File: config.mk
export PLATFORM = sky130hd
export DESIGN_NAME = opcode_sequencer
export DESIGN_NICKNAME = d
export VERILOG_FILES = /design/src/rtl/cpu_ctrl_pkg.sv /design/src/rtl/exec_timer.sv /design/src/rtl/opcode_sequencer.sv
export SDC_FILE = /design/constraint.sdc
export NUM_CORES = 1
export LEC_CHECK = 0
export CAP_MARGIN = 15
export CORE_AREA = 10 10 47 49
export CTS_BUF_LIST = sky130_fd_sc_hd__clkbuf_4
export CTS_CLUSTER_DIAMETER = 200
export DETAILED_ROUTE_END_ITERATION = 6
export DIE_AREA = 0 0 57 59
export GPL_TIMING_DRIVEN = 0
export HOLD_SLACK_MARGIN = 0.03
export PLACE_DENSITY = 0.75
export SYNTH_ARGS = -nofsm -noshare
export SYNTH_HDL_FRONTEND = slang
export SYNTH_SLANG_ARGS = --single-unit
File: constraint.sdc
create_clock -name CLK -period 3.49 [get_ports CLK]
set_clock_uncertainty 0.1 [all_clocks]
set_input_delay 1.047 -clock CLK [delete_from_list [all_inputs] [get_ports CLK]]
set_output_delay 1.047 -clock CLK [all_outputs]
set_load 0.005 [all_outputs]
File: src/rtl/cpu_ctrl_pkg.sv
`default_nettype none
// ============================================================================
//  Module      : cpu_ctrl_pkg
//  Description : Shared opcode constants and sequencer state encoding.
//  Revision    : 1.0 - initial release
// ============================================================================
package cpu_ctrl_pkg;

    localparam int OPC_W = 3;
    localparam logic [OPC_W-1:0] HALT_OPC = 3'b111;

    typedef enum logic [1:0] {
        ST_IDLE = 2'd0,
        ST_LOAD = 2'd1,
        ST_EXEC = 2'd2,
        ST_HALT = 2'd3
    } seq_state_t;

endpackage : cpu_ctrl_pkg
`default_nettype wire

File: src/rtl/exec_timer.sv
`default_nettype none
// ============================================================================
//  Module      : exec_timer
//  Description : Loadable down-counter with zero flag timing the EXEC phase.
//  Revision    : 1.0 - initial release
// ============================================================================
module exec_timer #(
    parameter int CNT_W = 3
) (
    input  logic             clk,
    input  logic             rst,
    input  logic             i_load,
    input  logic [CNT_W-1:0] i_load_val,
    input  logic             i_dec,
    output logic             o_zero
);

    logic [CNT_W-1:0] r_count;

    // Saturates at zero so a stray decrement can never wrap the window.
    always_ff @(posedge clk) begin
        if (rst) begin
            r_count <= '0;
        end else if (i_load) begin
            r_count <= i_load_val;
        end else if (i_dec && (r_count != '0)) begin
            r_count <= r_count - 1'b1;
        end
    end

    assign o_zero = (r_count == '0);

endmodule : exec_timer
`default_nettype wire

File: src/rtl/opcode_sequencer.sv
`default_nettype none
// ============================================================================
//  Module      : opcode_sequencer
//  Description : Fetches an opcode, settles the decoder select, then enables
//                the downstream 3-to-8 decoder for a fixed number of cycles.
//  Revision    : 1.0 - initial release
// ============================================================================
module opcode_sequencer
    import cpu_ctrl_pkg::*;
#(
    parameter int DATA_W      = 8,
    parameter int OPC_LSB     = 5,
    parameter int EXEC_CYCLES = 4
) (
    input  logic              CLK,
    input  logic              RST,
    input  logic [DATA_W-1:0] IR_IN,
    input  logic              IR_VALID,
    output logic              IR_READY,
    output logic [OPC_W-1:0]  S,
    output logic              EN,
    output logic              BUSY,
    output logic              DONE,
    output logic              HALTED
);

    localparam int c_CNT_W = (EXEC_CYCLES > 1) ? $clog2(EXEC_CYCLES) : 1;
    localparam logic [c_CNT_W-1:0] c_LOAD_VAL = c_CNT_W'(EXEC_CYCLES - 1);

    seq_state_t       r_state;
    logic [OPC_W-1:0] r_s;
    logic             r_en;
    logic             r_busy;
    logic             r_done;
    logic             r_halted;

    logic [OPC_W-1:0] w_opc;
    logic             w_timer_load;
    logic             w_timer_dec;
    logic             w_timer_zero;
    logic             w_unused_ir;

    assign w_opc       = IR_IN[OPC_LSB +: OPC_W];
    assign w_unused_ir = ^IR_IN;

    // Combinational so a reset cycle never advertises readiness.
    assign IR_READY = (r_state == ST_IDLE) && !RST;

    assign w_timer_load = (r_state == ST_LOAD) && (r_s != HALT_OPC);
    assign w_timer_dec  = (r_state == ST_EXEC);

    exec_timer #(
        .CNT_W (c_CNT_W)
    ) u_exec_timer (
        .clk        (CLK),
        .rst        (RST),
        .i_load     (w_timer_load),
        .i_load_val (c_LOAD_VAL),
        .i_dec      (w_timer_dec),
        .o_zero     (w_timer_zero)
    );

    always_ff @(posedge CLK) begin
        if (RST) begin
            r_state  <= ST_IDLE;
            r_s      <= '0;
            r_en     <= 1'b0;
            r_busy   <= 1'b0;
            r_done   <= 1'b0;
            r_halted <= 1'b0;
        end else begin
            r_done <= 1'b0;
            case (r_state)
                ST_IDLE: begin
                    if (IR_VALID) begin
                        r_s     <= w_opc;
                        r_state <= ST_LOAD;
                        r_busy  <= 1'b1;
                    end
                end
                ST_LOAD: begin
                    if (r_s == HALT_OPC) begin
                        r_state  <= ST_HALT;
                        r_busy   <= 1'b0;
                        r_halted <= 1'b1;
                    end else begin
                        r_state <= ST_EXEC;
                        r_en    <= 1'b1;
                    end
                end
                ST_EXEC: begin
                    if (w_timer_zero) begin
                        r_state <= ST_IDLE;
                        r_en    <= 1'b0;
                        r_busy  <= 1'b0;
                        r_done  <= 1'b1;
                    end
                end
                ST_HALT: begin
                    r_state <= ST_HALT;
                end
                default: begin
                    r_state <= ST_IDLE;
                end
            endcase
        end
    end

    assign S      = r_s;
    assign EN     = r_en;
    assign BUSY   = r_busy;
    assign DONE   = r_done;
    assign HALTED = r_halted;

endmodule : opcode_sequencer
`default_nettype wire

# --- After elaboration in Yosys (flattened, before gate mapping) ---
# Cells that the tools add are included.
word_totals:
  regBits: 11
  inputBits: 11
classes:
  addsub: 1
  n_eq_ne: 9
  n_mux: 13
  bitwise_logic: 1
  n_reduce_logical: 16
ops:
  columns: ["operator", "count"]
  rows:
  - ["2-bit 2-to-1 mux", 4]
  - ["2-bit case mux with 4 select lines", 1]
  - ["1-bit 2-to-1 mux", 6]
  - ["2-bit inequality test, second input constant", 3]
  - ["2-bit AND reduction", 3]
  - ["2-bit nonzero test", 3]
  - ["2-bit == test, second input constant", 2]
  - ["2-bit logical NOT", 2]
  - ["4-bit AND reduction", 1]
  - ["3-bit == test, second input constant", 1]
  - ["1-bit logical AND", 3]
  - ["3-bit inequality test, second input constant", 1]
  - ["1-bit case mux with 3 select lines", 1]
  - ["3-bit AND reduction", 1]
  - ["3-bit nonzero test", 1]
  - ["2-bit by 1-bit == test with 1-bit output, second input constant", 1]
  - ["2-bit by 1-bit inequality test with 1-bit output, second input constant", 1]
  - ["1-bit case mux with 2 select lines", 1]
  - ["2-bit OR reduction", 1]
  - ["2-bit by 1-bit subtractor with 2-bit output, second input constant", 1]
  - ["1-bit logical NOT", 1]
  - ["1-bit NOT", 1]

# --- Logic depth before layout (Yosys ltp) ---
# Gate-level depths: netlist of run 1.
depth:
  ltp_word: 4
  mapped_depth: 5
  ltp_nobuf: 5

# --- Hierarchy ---
# Synthesis of run 1 repeated with hierarchy kept, for this count alone.
hier_totals:
  cells_unflattened: 70
  area_unflattened_um2: 606.8
by_module_without_submodules:
  columns: ["mod", "instances", "cells_each", "area_each_um2"]
  rows:
  - ["opcode_sequencer", 1, 56, 480.5]
  - ["exec_timer", 1, 14, 126.4]

# --- Worst setup path after synthesis of run 1 ---
# OpenSTA, ideal clock, no wires.
synth_path:
  path_type: "input to output"
  from: "input port RST"
  to: "output port IR_READY"
  arrival_ns: 1.379
  required_ns: 2.343
  slack_ns: 0.964
  stages: 2
  cell_sequence: "clkbuf_1 > nor2b_1"
synth_via:
  elab_chain_cells: 2
synth_rtl:
  columns: ["element", "line", "text"]
  rows:
  - ["from (decl)", "opcode_sequencer.sv:16", "input logic RST,"]
  - ["1-bit logical NOT", "opcode_sequencer.sv:47", "assign IR_READY = (r_state == ST_IDLE) && !RST;"]
  - ["1-bit logical AND", "opcode_sequencer.sv:47", null]
  - ["to (decl)", "opcode_sequencer.sv:19", "output logic IR_READY,"]
# Every way passes these cells.

# --- Worst setup path after layout of run 1 ---
# Ends and elaborated chain as after synthesis.

==> results.cfg, run 1 <==
[outcome]
status = completed

[cells_and_area]
layout_common_cells = clkdlybuf4s50_1 (12), dfxtp_1 (11), a21oi_1 (9)
nets = 94
seqCellArea_sq_um = 220
fill_cells = 146
drive_above_1_share_pct = 10.5
multiInputGateArea_sq_um = 314
final_common_cell = clkdlybuf4s50_1
syn2layout_area_growth_pct = 31.2
insertedDiodeCount = 0
finalInstanceArea_sq_um = 736

[global_route]
antenna_found_initial = 0
grt_max_degree = 14
grt_pass1_wl_mm = 1.88
gr-usage-all-layers_pct = 6.74
grt_pass1_vias = 474
grt-ovfl-total = 0

[setup_path]
ff2ff_path_depth = 5
r2r-start = r_state[1]
required_ps = 2340
crit_path_max_fanout = 13
worstSetupStartpointType = primary input
reg2reg_to = BUSY
r2r_slack_ps = 1600
cp-end-kind = output pin
crit_type = in2out
cp_data_arrival_time_ps = 2090

[timing]
tightest_slew_ps = 451
maxSlewViolCount = 0
rsz0062_at_grt = no
final.setup.tns_ps = 0
final_hold_viol_count = 0
timing.fmax_ghz = 0.309
final-setup-viol-count = 0
fin_crit_ps = 3230
slew_headroom_pct = 69.9
fin_crit_sh_pct = 92.7

[logic_synthesis]
synth_cell_types = 21
synth-compound-area-share_pct = 13.8
synth_top_family_by_area = simple AND/OR/NAND/NOR gates
yosysSeqAreaShare_pct = 39.3
ys_ff_latch = 11
netlist_instances = 60
synth-adder-area-share_pct = 13.4
synth_warnings = 0
avgSynthCellArea_sq_um = 9.34
synth_xor_area_share_pct = 1.56
synth_area_sq_um = 561
muxShareOfSynthArea_pct = 4.02
synthSimpleGateAreaFrac_pct = 23.2
synth_nets = 77

[power]
swShare_pct = 35.6
power_density_mw_per_mm2 = 776
vdd_ir_drop_max_uv = 317
power_uw = 571
p_sw_uw = 203
power_frac_seq_pct = 34.6
intPower_uw = 368
p_leak_nw = 0.296
p_clk_share_pct = 16.1
combPwrFrac_pct = 49.3

[worst_hold_path]
min_path_cells = 2
min_from = HALTED
hold_class = reg2reg
worstHoldEndpoint = HALTED

[routing]
wl_per_cell_microns = 11.9
wl_met1_microns = 496
dr.pass1.iters = 4
highest_layer = met4
drt-initial-drc-count = 9
wl_mm = 1.09
num_vias = 470
route.detailed.drc = 0
via_per_inst = 5.11
antenna_left = 0
dr_wl_met3_microns = 111
wl_met2_microns = 477

[clock_tree]
clk_latency_ps = 260
cts_sinks = 11
htreeDepth = 1
cts_tree = yes
clk_pin_slew_ps = 60
cts_setup_buffers = 0
clockBufferDepth = 2
holdBufCountCts = 0
root_buffer = clkbuf_4
numCtsBuffers = 3

[floorplanning]
core_area_sq_mm = 0.00140
die_area_sq_mm = 0.00336
start_util_pct = 40.0
rows = 14
die_w_microns = 57
die_y_microns = 59
io-pin-count = 19

[place]
gp_congestion = 0.739
place_area_sq_um = 711
place_hpwl_microns = 896
numPortBuffers = 13

[flow_run]
maxCapViolations = 0
==> routing by layer <==
layer,vias up,GRT usage (%)
met3,2,4.29
met1,213,7.12
met2,16,10.7
met4,0,2.35
met5,-,0
li1,239,-
==> critical path, cell delays in order <==
cell	delay, ps
dlygate4sd2_1	370
nor2b_1	160
clkdlybuf4s50_1	510
==> stage by stage <==
step,instances,hold WS (ps),worst slack [ps],util (%)
after CTS,92,352,243,52.5
after global placement,89,335,-157,50.7
after detailed placement,89,342,-148,50.7
after floorplan,60,342,964,-
final,92,346,256,52.5
after global routing,92,391,200,52.5
==> final cells by class <==
| cell class | count | share of cell area, % |
|---|---|---|
| Multi-Input combinational cell | 42 | 42.7 |
| Sequential cell | 11 | 29.9 |
| Timing Repair Buffer | 13 | 17.5 |
| Clock buffer | 4 | 4.08 |
| Inverter | 6 | 3.06 |
| Tap cell | 16 | 2.72 |
==> logic make-up after synthesis <==
| family | Yosys count |
|---|---|
| compound gates | 12 |
| xor+xnor | 1 |
| fa+ha+maj | 6 |
| buf+inv | 7 |
| flops | 11 |
| mux | 2 |
| simple gates | 21 |
==> state kept, by name (all words and copies together), names as in the netlist <==
signal	count
S	3
u_exec_timer.r_count	2
BUSY	1
r_state	2
EN	1
DONE	1
HALTED	1
==> how the worst max path moves through the flow <==
stage	startpoint	to	slack, ps
6_report	RST	IR_READY	260
5_1_grt	RST	IR_READY	200
4_1_cts	RST	IR_READY	240
3_5_place_dp	RST	IR_READY	-150
3_3_place_gp	RST	IR_READY	-160
2_1_floorplan	RST	IR_READY	960
==> power by group through the flow <==
stage / logic (mW) / registers, mW / clock network (mW)
after floorplan: 0.194 / 0.197 / 0
after global placement: 0.277 / 0.198 / 0
after detailed placement: 0.286 / 0.200 / 0
after CTS: 0.286 / 0.198 / 0.0945
after global routing: 0.321 / 0.204 / 0.100
final: 0.281 / 0.198 / 0.0916
==> timing repair <==
item / in CTS / in global routing
setup endpoints to repair: 1 / 0
resized for setup: 1 / 0
endpoints found under the hold margin: 0 / 0
==> cells in the mapped netlist (all sizes together) <==
cell type | number | area (sq um)
dfxtp | 11 | 220
a21oi | 9 | 45.0
ha | 6 | 75.1
inv | 6 | 22.5
nand2 | 5 | 18.8
nor2b | 4 | 25.0
nand3 | 3 | 15.0
a2111oi | 2 | 25.0
mux2 | 2 | 22.5
nand2b | 2 | 12.5
nor4 | 2 | 12.5
a211oi | 1 | 7.51
and3 | 1 | 7.51
and3b | 1 | 8.76
clkbuf | 1 | 3.75
nand4 | 1 | 21.3
nor2 | 1 | 3.75
nor3 | 1 | 5.00
xnor2 | 1 | 8.76
Power figures use the tool's default switching activity.
==> run 2, diff against run 1 <==
--- a/config.mk
+++ b/config.mk
@@ -14,6 +14,8 @@
 export GPL_TIMING_DRIVEN = 0
 export HOLD_SLACK_MARGIN = 0.03
 export PLACE_DENSITY = 0.75
+export SKIP_CTS_REPAIR_TIMING = 1
+export SKIP_LAST_GASP = 1
 export SYNTH_ARGS = -nofsm -noshare
 export SYNTH_HDL_FRONTEND = slang
 export SYNTH_SLANG_ARGS = --single-unit
==> results.cfg, run 2 (synthesis gave the netlist of run 1 again) <==
[cells_and_area]
largest_reg_flops = 3
instances_no_fill = 92
final_common_cell = clkdlybuf4s50_1
drive_above_1_share_pct = 10.5
syn2layout_area_growth_pct = 31.9
layout_common_cells = clkdlybuf4s50_1 (12), dfxtp_1 (11), a21oi_1 (9)
insertedDiodeCount = 0
fill_cells = 146
nets = 94

[clock_tree]
root_buffer = clkbuf_4
htreeDepth = 1
clk_latency_ps = 260
clockBufferDepth = 2
cts_sinks = 11
numCtsBuffers = 3
clk_pin_slew_ps = 60
cts_tree = yes

[routing]
via_per_inst = 5.11
wl_mm = 1.09
dr.pass1.iters = 4
num_vias = 470
wl_per_cell_microns = 11.8
route.detailed.drc = 0
drt-initial-drc-count = 9
antenna_left = 0

[global_route]
grt_pass1_wl_mm = 1.88
antenna_found_initial = 0
grt-ovfl-total = 0
gr-usage-all-layers_pct = 6.78
grt_max_degree = 11
grt_pass1_vias = 480

[timing]
final_hold_viol_count = 0
fin_crit_sh_pct = 89.5
rsz0062_at_grt = no
timing.fmax_ghz = 0.320
tightest_slew_ps = 450
maxSlewViolCount = 0
slew_headroom_pct = 69.9
final.setup.tns_ps = 0
fin_crit_ps = 3120
final-setup-viol-count = 0

[setup_path]
crit_type = in2out
crit_chain = dlymetal6s2s_1 > nor2b_1 > clkdlybuf4s50_1
cp_data_arrival_time_ps = 1970
crit_path_max_fanout = 13
crit_path_max_incr_delay_ps = 510
cp_slowest_cell = clkdlybuf4s50_1
cp-end-kind = output pin
required_ps = 2340
worstSetupStartpointType = primary input

[place]
place_inst = 89
place_hpwl_microns = 896
numPortBuffers = 13
gp_congestion = 0.739

[power]
power_density_mw_per_mm2 = 771
p_leak_nw = 0.303
power_uw = 570
vdd_ir_drop_max_uv = 317

[floorplanning]
die_area_sq_mm = 0.00336
die_y_microns = 59
rows = 14
start_util_pct = 40.0
io-pin-count = 19
core_area_sq_mm = 0.00140
die_w_microns = 57

[flow_run]
maxCapViolations = 0

[worst_hold_path]
hold_class = reg2reg

[outcome]
status = completed
## run 2: per-layer routing
| layer | share of wire [%] | global-route usage [%] | wire length (microns) |
|---|---|---|---|
| met5 | 0 | 0 | 0 |
| met1 | 45 | 7.12 | 486 |
| met3 | 10 | 4.29 | 114 |
| met2 | 44 | 10.9 | 483 |
| met4 | 0.55 | 2.35 | 6 |
## run 2: area by class of cell
| cell class | instances | area (sq um) | share of cell area, % |
|---|---|---|---|
| timing repair buffer | 13 | 133 | 17.9 |
| clock buffer | 4 | 30.0 | 4.06 |
| multi-input combinational | 42 | 314 | 42.5 |
| sequential | 11 | 220 | 29.8 |
| tap | 16 | 20.0 | 2.71 |
| inverter | 6 | 22.5 | 3.05 |
## run 2: final timing paths
check                                 from       end  slack, ps  cells after the start
worst min register to register      HALTED    HALTED        350                      2
worst max-delay path                   RST  IR_READY        370                      3
worst min-delay path                HALTED    HALTED        350                      2
worst max register to register  r_state[1]      BUSY       1600                      5
## run 2: metrics by stage
stage	hold slack [ps]	setup slack, ps	area (sq um)	utilization, %
final	346	368	739	52.8
after global routing	391	308	739	52.8
after CTS	352	-154	741	52.9
after detailed placement	342	-148	711	50.7
after global placement	335	-157	711	50.7
after floorplan	342	964	561	-
## run 2: report_power, final
part,switching (mW),internal (mW),leakage (nW)
clock network,0.0398,0.0520,0.0184
registers,0.0307,0.167,0.0905
logic,0.132,0.149,0.194
## run 2: critical path: cells and delay by family
family / cells / cell delay (ps)
buffers and inverters: 2 / 770
and+or+nand+nor: 1 / 160
==> run 3, diff against run 2 <==
--- a/config.mk
+++ b/config.mk
@@ -14,6 +14,8 @@
 export GPL_TIMING_DRIVEN = 0
 export HOLD_SLACK_MARGIN = 0.03
 export PLACE_DENSITY = 0.75
+export RECOVER_POWER = 100
+export SETUP_SLACK_MARGIN = 0.4
 export SKIP_CTS_REPAIR_TIMING = 1
 export SKIP_LAST_GASP = 1
 export SYNTH_ARGS = -nofsm -noshare
==> results.cfg, run 3 (synthesis gave the netlist of run 1 again) <==
[routing]
wl_mm = 1.10
drt-initial-drc-count = 5
via_per_inst = 5.08
wl_per_cell_microns = 11.8
num_vias = 472
antenna_left = 0
dr.pass1.iters = 3
route.detailed.drc = 0

[cells_and_area]
layout_common_cells = dfxtp_1 (11), a21oi_1 (9), dlygate4sd3_1 (8)
syn2layout_area_growth_pct = 30.1
final_common_cell = dfxtp_1
multiInputGateArea_sq_um = 307
seqCellArea_sq_um = 220
drive_above_1_share_pct = 9.09
nets = 95
fill_cells = 153
largest_reg_flops = 3
insertedDiodeCount = 0
utilization_pct = 52.1

[global_route]
grt_pass1_vias = 480
grt_pass1_wl_mm = 1.88
grt_max_degree = 11
gr-usage-all-layers_pct = 6.78
antenna_found_initial = 0
grt-ovfl-total = 0

[floorplanning]
core_area_sq_mm = 0.00140
die_w_microns = 57
die_y_microns = 59
die_area_sq_mm = 0.00336
rows = 14
io-pin-count = 19
start_util_pct = 40.0

[clock_tree]
clockBufferDepth = 2
htreeDepth = 1
clk_latency_ps = 260
clk_pin_slew_ps = 60
numCtsBuffers = 3
root_buffer = clkbuf_4
cts_sinks = 11
cts_tree = yes

[power]
vdd_ir_drop_max_uv = 308
power_density_mw_per_mm2 = 751
power_uw = 548
p_leak_nw = 0.325

[setup_path]
cp_slowest_cell = clkbuf_1
crit_buf_inv = 3
crit_path_max_incr_delay_ps = 360
crit_type = in2out
cp-end-kind = output pin
worstSetupStartpointType = primary input
crit_path_max_fanout = 10
critical_path.top_delay_family = buffers and inverters
required_ps = 2340
cp_data_arrival_time_ps = 1810
cp.depth = 4
crit_top_cell = clkbuf_1
ff2ff_path_depth = 5
crit_chain = clkbuf_1 > clkbuf_1 > nor2b_1 > dlymetal6s2s_1

[timing]
fin_crit_sh_pct = 84.9
final.setup.tns_ps = 0
maxSlewViolCount = 0
rsz0062_at_grt = no
tightest_slew_ps = 418
final_hold_viol_count = 0
timing.fmax_ghz = 0.338
fin_crit_ps = 2960
slew_headroom_pct = 71.4
final-setup-viol-count = 0

[worst_hold_path]
hold_class = reg2reg
min_path_cells = 2

[outcome]
status = completed

[place]
numPortBuffers = 13
place_hpwl_microns = 896
gp_congestion = 0.739

[flow_run]
maxCapViolations = 0
[run 3: layout make-up]
class | count | area share, %
timing repair buffer | 13 | 17.3
sequential | 11 | 30.2
buffer | 1 | 0.515
tap | 16 | 2.74
clock buffer | 4 | 4.12
multi-input combinational | 42 | 42.0
inverter | 6 | 3.09
[run 3: final timing paths]
path | startpoint | to | slack (ps)
min reg2reg | HALTED | HALTED | 340
max | RST | IR_READY | 530
max reg2reg | r_state[0] | BUSY | 1540
min | HALTED | HALTED | 340
[run 3: metrics by stage]
stage / instances / hold slack [ps] / area (sq um) / worst slack (ps)
after floorplan: 60 / 342 / 561 / 964
after global placement: 89 / 335 / 711 / -157
after detailed placement: 89 / 342 / 711 / -148
after CTS: 93 / 352 / 741 / -154
after global routing: 93 / 388 / 729 / 407
final: 93 / 344 / 729 / 528
[run 3: per-layer routing]
| layer | GRT usage, % | up-vias | routed length, microns |
|---|---|---|---|
| met3 | 4.29 | 2 | 97 |
| met2 | 10.9 | 11 | 499 |
| li1 | - | 244 | - |
| met1 | 7.12 | 215 | 491 |
| met5 | 0 | - | 0 |
| met4 | 2.35 | 0 | 6 |
[run 3: worst min-delay path, stage by stage, from the launching register on]
cell,delay [ps]
dfxtp_1,310
inv_1,50
a21oi_1,50
[run 3: power breakdown]
part	total, mW	switching, mW	internal [mW]	leakage, nW
registers	0.196	0.0294	0.167	0.0905
clock network	0.0913	0.0394	0.0519	0.0184
logic	0.260	0.128	0.133	0.216
